<file path="src/rtl/width_packer_pkg.sv">
// rtl/width_packer_pkg.sv - shared helpers for the width packer
// Purpose: lane counter sizing, lane bit-offset mapping and parameter
//          legality check used by width_packer and width_packer_if.
// Ports:   none (package).
package width_packer_pkg;

  // Counter width for RATIO lanes; never below one bit.
  function automatic int lane_cnt_w(input int ratio);
    int w;
    w = $clog2(ratio);
    return (w < 1) ? 1 : w;
  endfunction

  // Bit offset of the LSB of a lane inside the output word.
  function automatic int lane_lsb(input int lane, input int in_w, input int out_w,
                                  input bit msb_first);
    return msb_first ? (out_w - (lane + 1) * in_w) : (lane * in_w);
  endfunction

  function automatic bit params_legal(input int in_w, input int out_w);
    return (in_w > 0) && (in_w <= out_w) && ((out_w % in_w) == 0);
  endfunction

  // Lane count, clamped to 1 so that port widths stay legal even when
  // the parameters are illegal and elaboration is about to fail anyway.
  function automatic int safe_ratio(input int in_w, input int out_w);
    return ((in_w > 0) && (out_w >= in_w)) ? (out_w / in_w) : 1;
  endfunction

endpackage

</file>
<file path="src/rtl/width_packer_if.sv">
// rtl/width_packer_if.sv - narrow-in / wide-out stream interface
// Purpose: groups the input beat and output word handshakes.
// Signals: in_valid/in_ready/in_data/in_last (beat side),
//          out_valid/out_ready/out_data/out_keep/out_last (word side).
// Modports: slave = packer view, master = producer/consumer view.
interface width_packer_if
  import width_packer_pkg::*;
#(
  parameter int IN_W  = 8,
  parameter int OUT_W = 32
) ();
  localparam int RATIO = safe_ratio(IN_W, OUT_W);

  logic             in_valid;
  logic             in_ready;
  logic [IN_W-1:0]  in_data;
  logic             in_last;
  logic             out_valid;
  logic             out_ready;
  logic [OUT_W-1:0] out_data;
  logic [RATIO-1:0] out_keep;
  logic             out_last;

  modport slave (
    input  in_valid, in_data, in_last, out_ready,
    output in_ready, out_valid, out_data, out_keep, out_last
  );

  modport master (
    output in_valid, in_data, in_last, out_ready,
    input  in_ready, out_valid, out_data, out_keep, out_last
  );
endinterface

</file>
<file path="src/rtl/width_packer_oreg.sv">
// rtl/width_packer_oreg.sv - output word register with hold-on-stall
// Purpose: holds the completed word until the consumer takes it.
// Ports: clk, rst_n (async active-low); load_i loads data_i/keep_i/last_i;
//        out_ready_i consumer ready; out_valid_o/out_data_o/out_keep_o/
//        out_last_o registered word.
module width_packer_oreg #(
  parameter int OUT_W  = 32,
  parameter int KEEP_W = 4
) (
  input  logic              clk,
  input  logic              rst_n,
  input  logic              load_i,
  input  logic [OUT_W-1:0]  data_i,
  input  logic [KEEP_W-1:0] keep_i,
  input  logic              last_i,
  input  logic              out_ready_i,
  output logic              out_valid_o,
  output logic [OUT_W-1:0]  out_data_o,
  output logic [KEEP_W-1:0] out_keep_o,
  output logic              out_last_o
);
  logic              valid_q, valid_d;
  logic [OUT_W-1:0]  data_q, data_d;
  logic [KEEP_W-1:0] keep_q, keep_d;
  logic              last_q, last_d;

  // load_i only fires when the upstream beat was accepted, which already
  // implies the register is empty or being drained this cycle.
  always_comb begin
    valid_d = valid_q;
    data_d  = data_q;
    keep_d  = keep_q;
    last_d  = last_q;
    if (load_i) begin
      valid_d = 1'b1;
      data_d  = data_i;
      keep_d  = keep_i;
      last_d  = last_i;
    end else if (out_ready_i) begin
      valid_d = 1'b0;
    end
  end

  always_ff @(posedge clk or negedge rst_n) begin
    if (!rst_n) begin
      valid_q <= 1'b0;
      data_q  <= '0;
      keep_q  <= '0;
      last_q  <= 1'b0;
    end else begin
      valid_q <= valid_d;
      data_q  <= data_d;
      keep_q  <= keep_d;
      last_q  <= last_d;
    end
  end

  assign out_valid_o = valid_q;
  assign out_data_o  = data_q;
  assign out_keep_o  = keep_q;
  assign out_last_o  = last_q;
endmodule

</file>
<file path="src/rtl/width_packer.sv">
// rtl/width_packer.sv - packs IN_W-bit beats into OUT_W-bit words
// Purpose: lane counter + accumulator feeding a shared output register;
//          IN_W == OUT_W elaborates a one-register passthrough instead.
// Ports: clk, rst_n (async active-low), bus (width_packer_if.slave).
// Config: WIDTH_PACKER_MSB_FIRST_EN places lane 0 in the MSBs.
module width_packer
  import width_packer_pkg::*;
#(
  parameter int IN_W  = 8,
  parameter int OUT_W = 32
) (
  input  logic           clk,
  input  logic           rst_n,
  width_packer_if.slave  bus
);
  localparam int RATIO = safe_ratio(IN_W, OUT_W);

  if (!params_legal(IN_W, OUT_W)) begin : g_illegal
    $error("width_packer: IN_W must divide OUT_W and be <= OUT_W");
  end

  logic             accept;
  logic             load;
  logic [OUT_W-1:0] word;
  logic [RATIO-1:0] keep;
  logic             last;

  // in_ready depends only on the output register, never on in_valid.
  assign bus.in_ready = !bus.out_valid || bus.out_ready;
  assign accept       = bus.in_valid && bus.in_ready;

  if (RATIO == 1) begin : g_pass
    assign load = accept;
    assign word = OUT_W'(bus.in_data);
    assign keep = '1;
    assign last = bus.in_last;
  end else begin : g_pack
`ifdef WIDTH_PACKER_MSB_FIRST_EN
    localparam bit MSB_FIRST = 1'b1;
`else
    localparam bit MSB_FIRST = 1'b0;
`endif
    localparam int CNT_W = lane_cnt_w(RATIO);

    logic [CNT_W-1:0] cnt_q, cnt_d;
    logic [OUT_W-1:0] acc_q, acc_d;
    logic [OUT_W-1:0] merged;
    logic [RATIO-1:0] keep_c;
    logic             complete;

    always_comb begin
      // Accumulator lanes are zero until written, so OR-ing the beat in
      // yields the padded word directly.
      merged   = acc_q | (OUT_W'(bus.in_data) << lane_lsb(int'(cnt_q), IN_W, OUT_W, MSB_FIRST));
      complete = accept && ((cnt_q == CNT_W'(RATIO - 1)) || bus.in_last);
      keep_c   = '0;
      for (int i = 0; i < RATIO; i++) begin
        keep_c[i] = (i <= int'(cnt_q));
      end
      cnt_d = cnt_q;
      acc_d = acc_q;
      if (complete) begin
        cnt_d = '0;
        acc_d = '0;
      end else if (accept) begin
        cnt_d = cnt_q + CNT_W'(1);
        acc_d = merged;
      end
    end

    always_ff @(posedge clk or negedge rst_n) begin
      if (!rst_n) begin
        cnt_q <= '0;
        acc_q <= '0;
      end else begin
        cnt_q <= cnt_d;
        acc_q <= acc_d;
      end
    end

    assign load = complete;
    assign word = merged;
    assign keep = keep_c;
    assign last = bus.in_last;
  end

  width_packer_oreg #(
    .OUT_W  (OUT_W),
    .KEEP_W (RATIO)
  ) u_oreg (
    .clk         (clk),
    .rst_n       (rst_n),
    .load_i      (load),
    .data_i      (word),
    .keep_i      (keep),
    .last_i      (last),
    .out_ready_i (bus.out_ready),
    .out_valid_o (bus.out_valid),
    .out_data_o  (bus.out_data),
    .out_keep_o  (bus.out_keep),
    .out_last_o  (bus.out_last)
  );
endmodule

</file>
<file path="src/flat_wrapper.sv">
// flat-port wrapper written by rule: the top's interface ports become plain ports
module width_packer_flat import width_packer_pkg::*;
#(
  parameter int IN_W  = 8,
  parameter int OUT_W = 32
)
  (clk, rst_n, bus_in_valid, bus_in_data, bus_in_last, bus_out_ready, bus_in_ready, bus_out_valid, bus_out_data, bus_out_keep, bus_out_last);
  width_packer_if #(.IN_W(IN_W), .OUT_W(OUT_W)) bus_i ();
  input  logic clk;
  input  logic rst_n;
  input wire logic [$bits(bus_i.in_valid)-1:0] bus_in_valid;
  input wire logic [$bits(bus_i.in_data)-1:0] bus_in_data;
  input wire logic [$bits(bus_i.in_last)-1:0] bus_in_last;
  input wire logic [$bits(bus_i.out_ready)-1:0] bus_out_ready;
  output wire logic [$bits(bus_i.in_ready)-1:0] bus_in_ready;
  output wire logic [$bits(bus_i.out_valid)-1:0] bus_out_valid;
  output wire logic [$bits(bus_i.out_data)-1:0] bus_out_data;
  output wire logic [$bits(bus_i.out_keep)-1:0] bus_out_keep;
  output wire logic [$bits(bus_i.out_last)-1:0] bus_out_last;
  assign bus_i.in_valid = bus_in_valid;
  assign bus_i.in_data = bus_in_data;
  assign bus_i.in_last = bus_in_last;
  assign bus_i.out_ready = bus_out_ready;
  assign bus_in_ready = bus_i.in_ready;
  assign bus_out_valid = bus_i.out_valid;
  assign bus_out_data = bus_i.out_data;
  assign bus_out_keep = bus_i.out_keep;
  assign bus_out_last = bus_i.out_last;
  width_packer #(.IN_W(IN_W), .OUT_W(OUT_W)) u_core (.clk(clk), .rst_n(rst_n), .bus(bus_i));
endmodule
</file>
<file path="config.mk">
export PLATFORM = sky130hd
export DESIGN_NAME = width_packer_flat
export DESIGN_NICKNAME = d
export VERILOG_FILES = /design/src/rtl/width_packer_pkg.sv /design/src/rtl/width_packer_if.sv /design/src/rtl/width_packer_oreg.sv /design/src/rtl/width_packer.sv /design/src/flat_wrapper.sv
export SDC_FILE = /design/constraint.sdc
export NUM_CORES = 1
export LEC_CHECK = 0
export CORE_UTILIZATION = 48
export CTS_CLUSTER_DIAMETER = 100
export DETAILED_ROUTE_END_ITERATION = 12
export PLACE_DENSITY = 0.73
export SLEW_MARGIN = 20
export SYNTH_ARGS = -nofsm -noshare
export SYNTH_HDL_FRONTEND = slang
export SYNTH_SLANG_ARGS = --single-unit
</file>
<file path="constraint.sdc">
create_clock -name clk -period 3.2 [get_ports clk]
set_input_delay 0.64 -clock clk [delete_from_list [all_inputs] [get_ports clk]]
set_output_delay 0.64 -clock clk [all_outputs]
set_load 0.05 [all_outputs]
</file>
==> out/results.tsv, run 1 <==
stage	metric	value	unit
cells_and_area	Post-Layout Cell Count	412	
sta	crit path time final	2230	ps
detailed_routing	Avg Vias per Cell	5.43	
worst_hold_path	worst min path class	input port to asynchronous set/reset pin	
placed_design	hpwl dp	4.08	mm
yosys	Avg Cell Area, Syn	10.9	um2
clock_network	postcts setup bufs	0	
cells_and_area	commonest non-fill, non-tap cell in the layout	dfrtp_1	
yosys	Yosys warning total	0	
placed_design	GPL Wtd Cong	0.785	
sta	final setup fails	0	
clock_network	CTS tree	done	
detailed_routing	drt first pass iters	4	
grt	number of global-route vias before repair	2301	
power_and_ir_drop	VDD IR max	0.000555	V
cells_and_area	Final #Nets	346	
cells_and_area	most frequent cells in the layout	dfrtp_1, clkdlybuf4s50_1, inv_1, nor2_1	
worst_setup_path	Crit Path Max Fanout	6	
floorplanning	starting density of the core	0.502	
worst_setup_path	CP Capture Type	output port	
cells_and_area	Layout area overhead	20.7	%
sta	slew margin rel.	0.320	
yosys	Syn Inst Count	293	
worst_setup_path	CP arrival	1590	ps
sta	Final Cycle Share	0.697	
clock_network	worst skew pair latency	350	ps
clock_network	Worst-path clk slew	80	ps
grt	grt ovf	0	
cells_and_area	ratio of cells with drive above 1 in the final layout	0.0746	
floorplanning	Die Height	83.8	um
sta	RSZ-0062 raised after global routing	false	
placed_design	IO buf count	51	
yosys	area fraction of the dominant cell type after synthesis	0.562	
yosys	Yosys top cell by area	dfrtp_1	
placed_design	Post-Place Cells	396	
floorplanning	DIE WIDTH	83.8	um
detailed_routing	DR iter-0 viols	192	
detailed_routing	detailed-route via count	2237	
yosys	syn nets	309	
power_and_ir_drop	Leakage	1.71	nW
clock_network	Post-CTS Hold Fix Bufs	0	
power_and_ir_drop	total power	0.00351	W
floorplanning	io pins	52	
worst_setup_path	WP data required	2560	ps
flow_run	Max Cap Viol	0	
sta	fmax	449	MHz
power_and_ir_drop	PwrDens	907	nW/um2
sta	final hold vios	0	
detailed_routing	post-route antenna net violation count	0	
cells_and_area	ant diodes	0	
sta	Worst Clk Skew	10.4	ps
clock_network	CTS Buf Count	9	
sta	max-slew violations	0	
detailed_routing	DRC violations left	0	
status	outcome	finished, final reports clean	
clock_network	post_cts resized	0	
grt	initial antenna violation count	0	
yosys	Post-Syn Area	3210	um2
yosys	synthesized flop and latch total	72	
sta	setup tns final	0	ps
detailed_routing	Routed WL per cell	15.7	um
floorplanning	Total Die Area	7010	um2
yosys	top cells by area, synth	dfrtp_1, mux2i_1, a41oi_1	
floorplanning	row count	29	
worst_setup_path	crit path launch type	input port	
grt	GRT Overall Usage	0.209	
clock_network	Sinks on Clock Net	72	
yosys	Synth cell types	28	
grt	pin count of the biggest net entering global routing	65	
clock_network	CTS H-tree depth	3	
clock_network	clk buf depth	2	
worst_setup_path	Crit Path Category	input port to output port	
clock_network	root buf cell	clkbuf_8	
grt	first-pass GRT wire length	11.4	mm
sta	Slew @ Worst Pin	1020	ps
floorplanning	area of the core	6390	um2
detailed_routing	Routed WL	6.49	mm
yosys	sequential area share after synthesis	0.562	
-- per-stage QoR --
step / setup slack, ps / hold slack, ps / utilization / area (um2)
5_1_grt: 913 / 334 / 0.607 / 3870
2_1_floorplan: 1120 / 344 / - / 3210
6_report: 971 / 282 / 0.607 / 3870
3_3_place_gp: 982 / 457 / 0.575 / 3670
3_5_place_dp: 966 / 455 / 0.575 / 3670
4_1_cts: 963 / 303 / 0.607 / 3870
-- final timing paths --
| kind | from | end | slack (ps) | cells past startpoint |
|---|---|---|---|---|
| max | bus_out_ready | bus_in_ready | 970 | 4 |
| min | rst_n | u_core.u_oreg.out_data_o[11]$_DFFE_PN0P_ | 280 | 1 |
| max reg2reg | u_core.g_pack.cnt_q[0]$_DFFE_PN0P_ | u_core.u_oreg.out_data_o[15]$_DFFE_PN0P_ | 1420 | 3 |
| min reg2reg | u_core.u_oreg.out_keep_o[0]$_DFFE_PN0P_ | u_core.u_oreg.out_keep_o[0]$_DFFE_PN0P_ | 470 | 1 |
| max in group asynchronous | rst_n | u_core.g_pack.acc_q[31]$_DFFE_PN0P_ | 2130 | 2 |
| min in group clk | u_core.u_oreg.out_keep_o[0]$_DFFE_PN0P_ | u_core.u_oreg.out_keep_o[0]$_DFFE_PN0P_ | 470 | 1 |
-- registers in the layout, summed over array words and instances, names as in the netlist --
register,count
u_core.u_oreg.out_valid_o,1
u_core.u_oreg.out_data_o,32
u_core.g_pack.cnt_q,2
u_core.u_oreg.out_last_o,1
u_core.g_pack.acc_q,32
u_core.u_oreg.out_keep_o,4
-- kinds of logic after synthesis --
kind of cell,count (synthesis),share of synthesized area
AO/OA/AOI/OAI,72,0.154
adder cells (fa/ha/maj),3,0.0117
buffers and inverters,66,0.105
flip-flops,72,0.562
multiplexers,32,0.0998
AND/OR/NAND/NOR,48,0.0683
-- metal layers --
metal / GRT usage / vias to the layer above / wire length, um
li1: - / 1080 / -
met1: 0.286 / 1078 / 2920
met2: 0.319 / 65 / 3090
met3: 0.0376 / 14 / 312
met4: 0.108 / 0 / 167
met5: 0 / - / 0
-- where the power goes --
group | switching [W] | total [W] | internal (W)
Clock | 0.000331 | 0.000732 | 0.000401
Combinational | 0.000977 | 0.00148 | 0.000498
Sequential | 0.000142 | 0.00131 | 0.00116
-- worst max-delay path, stage by stage --
cell and delay [ps]:
clkdlybuf4s50_1 440, nor2b_4 210, inv_1 130, buf_12 170
-- cells in the mapped netlist --
| library cell | count |
|---|---|
| dfrtp_1 | 72 |
| inv_1 | 35 |
| nor2_1 | 35 |
| a21oi_1 | 32 |
| a41oi_1 | 32 |
| mux2i_1 | 32 |
| buf_2 | 15 |
| buf_4 | 4 |
| clkbuf_1 | 4 |
| o21ai_0 | 4 |
| clkbuf_2 | 3 |
| ha_1 | 3 |
| a22o_1 | 2 |
| buf_12 | 2 |
| nand3_1 | 2 |
| nand4_1 | 2 |
| nor2b_1 | 2 |
| o31ai_1 | 2 |
| and2_1 | 1 |
| buf_6 | 1 |
| buf_8 | 1 |
| inv_2 | 1 |
| nand2_1 | 1 |
| nand2b_1 | 1 |
| nor2_2 | 1 |
| nor2b_4 | 1 |
| nor3_2 | 1 |
| or3_1 | 1 |
-- cell type report --
| cell class | count | area, um2 |
|---|---|---|
| repair buffers | 56 | 566 |
| well taps | 77 | 96.3 |
| clock inverters | 3 | 40.0 |
| clock buffers | 13 | 159 |
| flip-flops and latches | 72 | 1800 |
| multi-input cells | 155 | 1080 |
| fillers | 539 | 2510 |
| inverters | 36 | 135 |
(Power assumes the default switching activity.)
==> run 2: changes to the inputs <==
Clock period 3.2 ns to 2.3 ns, I/O delays scaled along.
==> run 2 against run 1 <==
Effect of this change:
- sequential power increased by 39%
- cell count up 0.24%
- via count rose by 2.2%
- core utilization increased by 0.65 points
- highest routed layer unchanged
- first-iteration DRC count increased by 0.52%
- clock power is 49% higher
- setup slack got worse by 670 ps
- design area is 1.1% higher
- largest power group unchanged
- clock-buffer cell count decreased by 4
- non-clock buffer count increased by 1
- combinational power up 39%
==> out/results.tsv, run 2 (synthesis gave the netlist of run 1 again) <==
stage	metric	value	unit
status	outcome	finished, final reports clean	
worst_hold_path	worst min path class	input port to asynchronous set/reset pin	
cells_and_area	sequential standard cell area	1800	um2
detailed_routing	DRC violations left	0	
cells_and_area	ratio of cells with drive above 1 in the final layout	0.0833	
sta	max-slew violations	0	
clock_network	Post-CTS Hold Fix Bufs	0	
detailed_routing	Routed WL per cell	15.6	um
cells_and_area	Layout area overhead	22.0	%
sta	Final Worst Setup Slack	303	ps
worst_setup_path	Crit Path Max Fanout	2	
cells_and_area	ant diodes	0	
power_and_ir_drop	combinational power share	0.415	
worst_setup_path	CP cell instances	clkdlybuf4s50_1	
power_and_ir_drop	Sw Share	0.410	
cells_and_area	# fillers	552	
worst_setup_path	slowest CP cell	clkdlybuf4s50_1	
cells_and_area	multi-input logic area	1080	um2
floorplanning	area of the core	6390	um2
detailed_routing	drt first pass iters	5	
clock_network	Worst-path clk slew	80	ps
worst_setup_path	Largest delay share family, worst path	buffers and inverters	
sta	setup tns final	0	ps
floorplanning	io pins	52	
clock_network	post_cts resized	0	
power_and_ir_drop	total power	0.00498	W
worst_setup_path	CP arrival	1540	ps
clock_network	CTS Buf Count	9	
clock_network	root buf cell	clkbuf_8	
power_and_ir_drop	PwrDens	1270	nW/um2
grt	first-pass GRT wire length	11.0	mm
sta	Slew @ Worst Pin	1020	ps
power_and_ir_drop	VDD IR max	0.000948	V
floorplanning	Total Die Area	7010	um2
power_and_ir_drop	clock network power share	0.219	
placed_design	hpwl dp	4.12	mm
sta	slew margin rel.	0.316	
grt	number of global-route vias before repair	2177	
clock_network	Sinks on Clock Net	72	
worst_setup_path	Crit Path Category	flip-flop to output port	
placed_design	Place WS	353	ps
detailed_routing	Routed WL	6.43	mm
grt	pin count of the biggest net entering global routing	65	
clock_network	postcts setup bufs	0	
power_and_ir_drop	Net Sw Power	0.00204	W
detailed_routing	Avg Vias per Cell	5.54	
placed_design	GPL Wtd Cong	0.739	
worst_setup_path	crit path launch type	flip-flop	
detailed_routing	DR iter-0 viols	193	
worst_setup_path	critical path's largest stage delay	810	ps
detailed_routing	post-route antenna net violation count	0	
grt	initial antenna violation count	0	
power_and_ir_drop	Leakage	1.72	nW
power_and_ir_drop	Seq pwr share	0.366	
clock_network	CTS tree	done	
floorplanning	starting density of the core	0.502	
power_and_ir_drop	P_int	0.00293	W
detailed_routing	detailed-route via count	2286	
sta	Final Cycle Share	0.868	
floorplanning	Die Height	83.8	um
sta	final hold vios	0	
sta	Worst Clk Skew	9.12	ps
cells_and_area	most frequent cells in the layout	dfrtp_1, clkdlybuf4s50_1, inv_1, nor2_1	
floorplanning	row count	29	
sta	crit path time final	2000	ps
floorplanning	DIE WIDTH	83.8	um
clock_network	worst skew pair latency	350	ps
grt	GRT Overall Usage	0.202	
sta	final setup fails	0	
cells_and_area	Final #Nets	347	
sta	RSZ-0062 raised after global routing	false	
placed_design	IO buf count	51	
clock_network	CTS H-tree depth	3	
worst_setup_path	WP data required	1840	ps
flow_run	Max Cap Viol	0	
cells_and_area	commonest non-fill, non-tap cell in the layout	dfrtp_1	
grt	grt ovf	0	
worst_setup_path	CP Capture Type	output port	
worst_setup_path	CP bufs+invs	1	
clock_network	clk buf depth	2	
sta	fmax	501	MHz
[run 2: metal layers]
layer	GRT usage	up-vias	wire length (um)
met5	0	-	0
li1	-	1085	-
met3	0.0475	12	285
met2	0.304	58	3120
met1	0.285	1131	2920
met4	0.0770	0	106
[run 2: worst paths after layout]
kind,from,endpoint,slack [ps],cells past startpoint
max,u_core.u_oreg.out_data_o[31]$_DFFE_PN0P_,bus_out_data[31],300,1
min reg2reg,u_core.u_oreg.out_keep_o[0]$_DFFE_PN0P_,u_core.u_oreg.out_keep_o[0]$_DFFE_PN0P_,470,1
max reg2reg,u_core.g_pack.cnt_q[1]$_DFFE_PN0P_,u_core.u_oreg.out_data_o[16]$_DFFE_PN0P_,510,3
min in group clk,u_core.u_oreg.out_keep_o[0]$_DFFE_PN0P_,u_core.u_oreg.out_keep_o[0]$_DFFE_PN0P_,470,1
max in group asynchronous,rst_n,u_core.u_oreg.out_keep_o[3]$_DFFE_PN0P_,1600,2
min,rst_n,u_core.u_oreg.out_data_o[12]$_DFFE_PN0P_,60,1
[run 2: power groups by stage]
stage | logic, W | clock network, W | registers, W
final | 0.00206 | 0.00109 | 0.00182
after global routing | 0.00221 | 0.00116 | 0.00187
after CTS | 0.00208 | 0.00110 | 0.00183
after detailed placement | 0.00208 | 0 | 0.00184
after global placement | 0.00205 | 0 | 0.00183
after floorplan | 0.000619 | 0 | 0.00265
[run 2: stage by stage]
stage               cell area, um2   util  cells  hold WS, ps
finish                        3920  0.613    413         58.0
global route                  3920  0.613    413         83.7
CTS                           3920  0.613    413         67.2
detailed placement            3690  0.579    397          449
global placement              3690  0.579    397          443
floorplan                     3210      -    293          164
[run 2: area by class of cell]
cell class                      count  share of cell area
Timing Repair Buffer               57               0.150
Inverter                           36              0.0345
Clock buffer                        9              0.0316
Clock inverter                      7              0.0246
Tap cell                           77              0.0246
Multi-Input combinational cell    155               0.275
Sequential cell                    72               0.460
[run 2: worst register-to-register path, stage by stage, from the launching register on]
cell and delay, ps:
dfrtp_1 480, nor2b_1 850, a21oi_1 210, mux2i_1 170
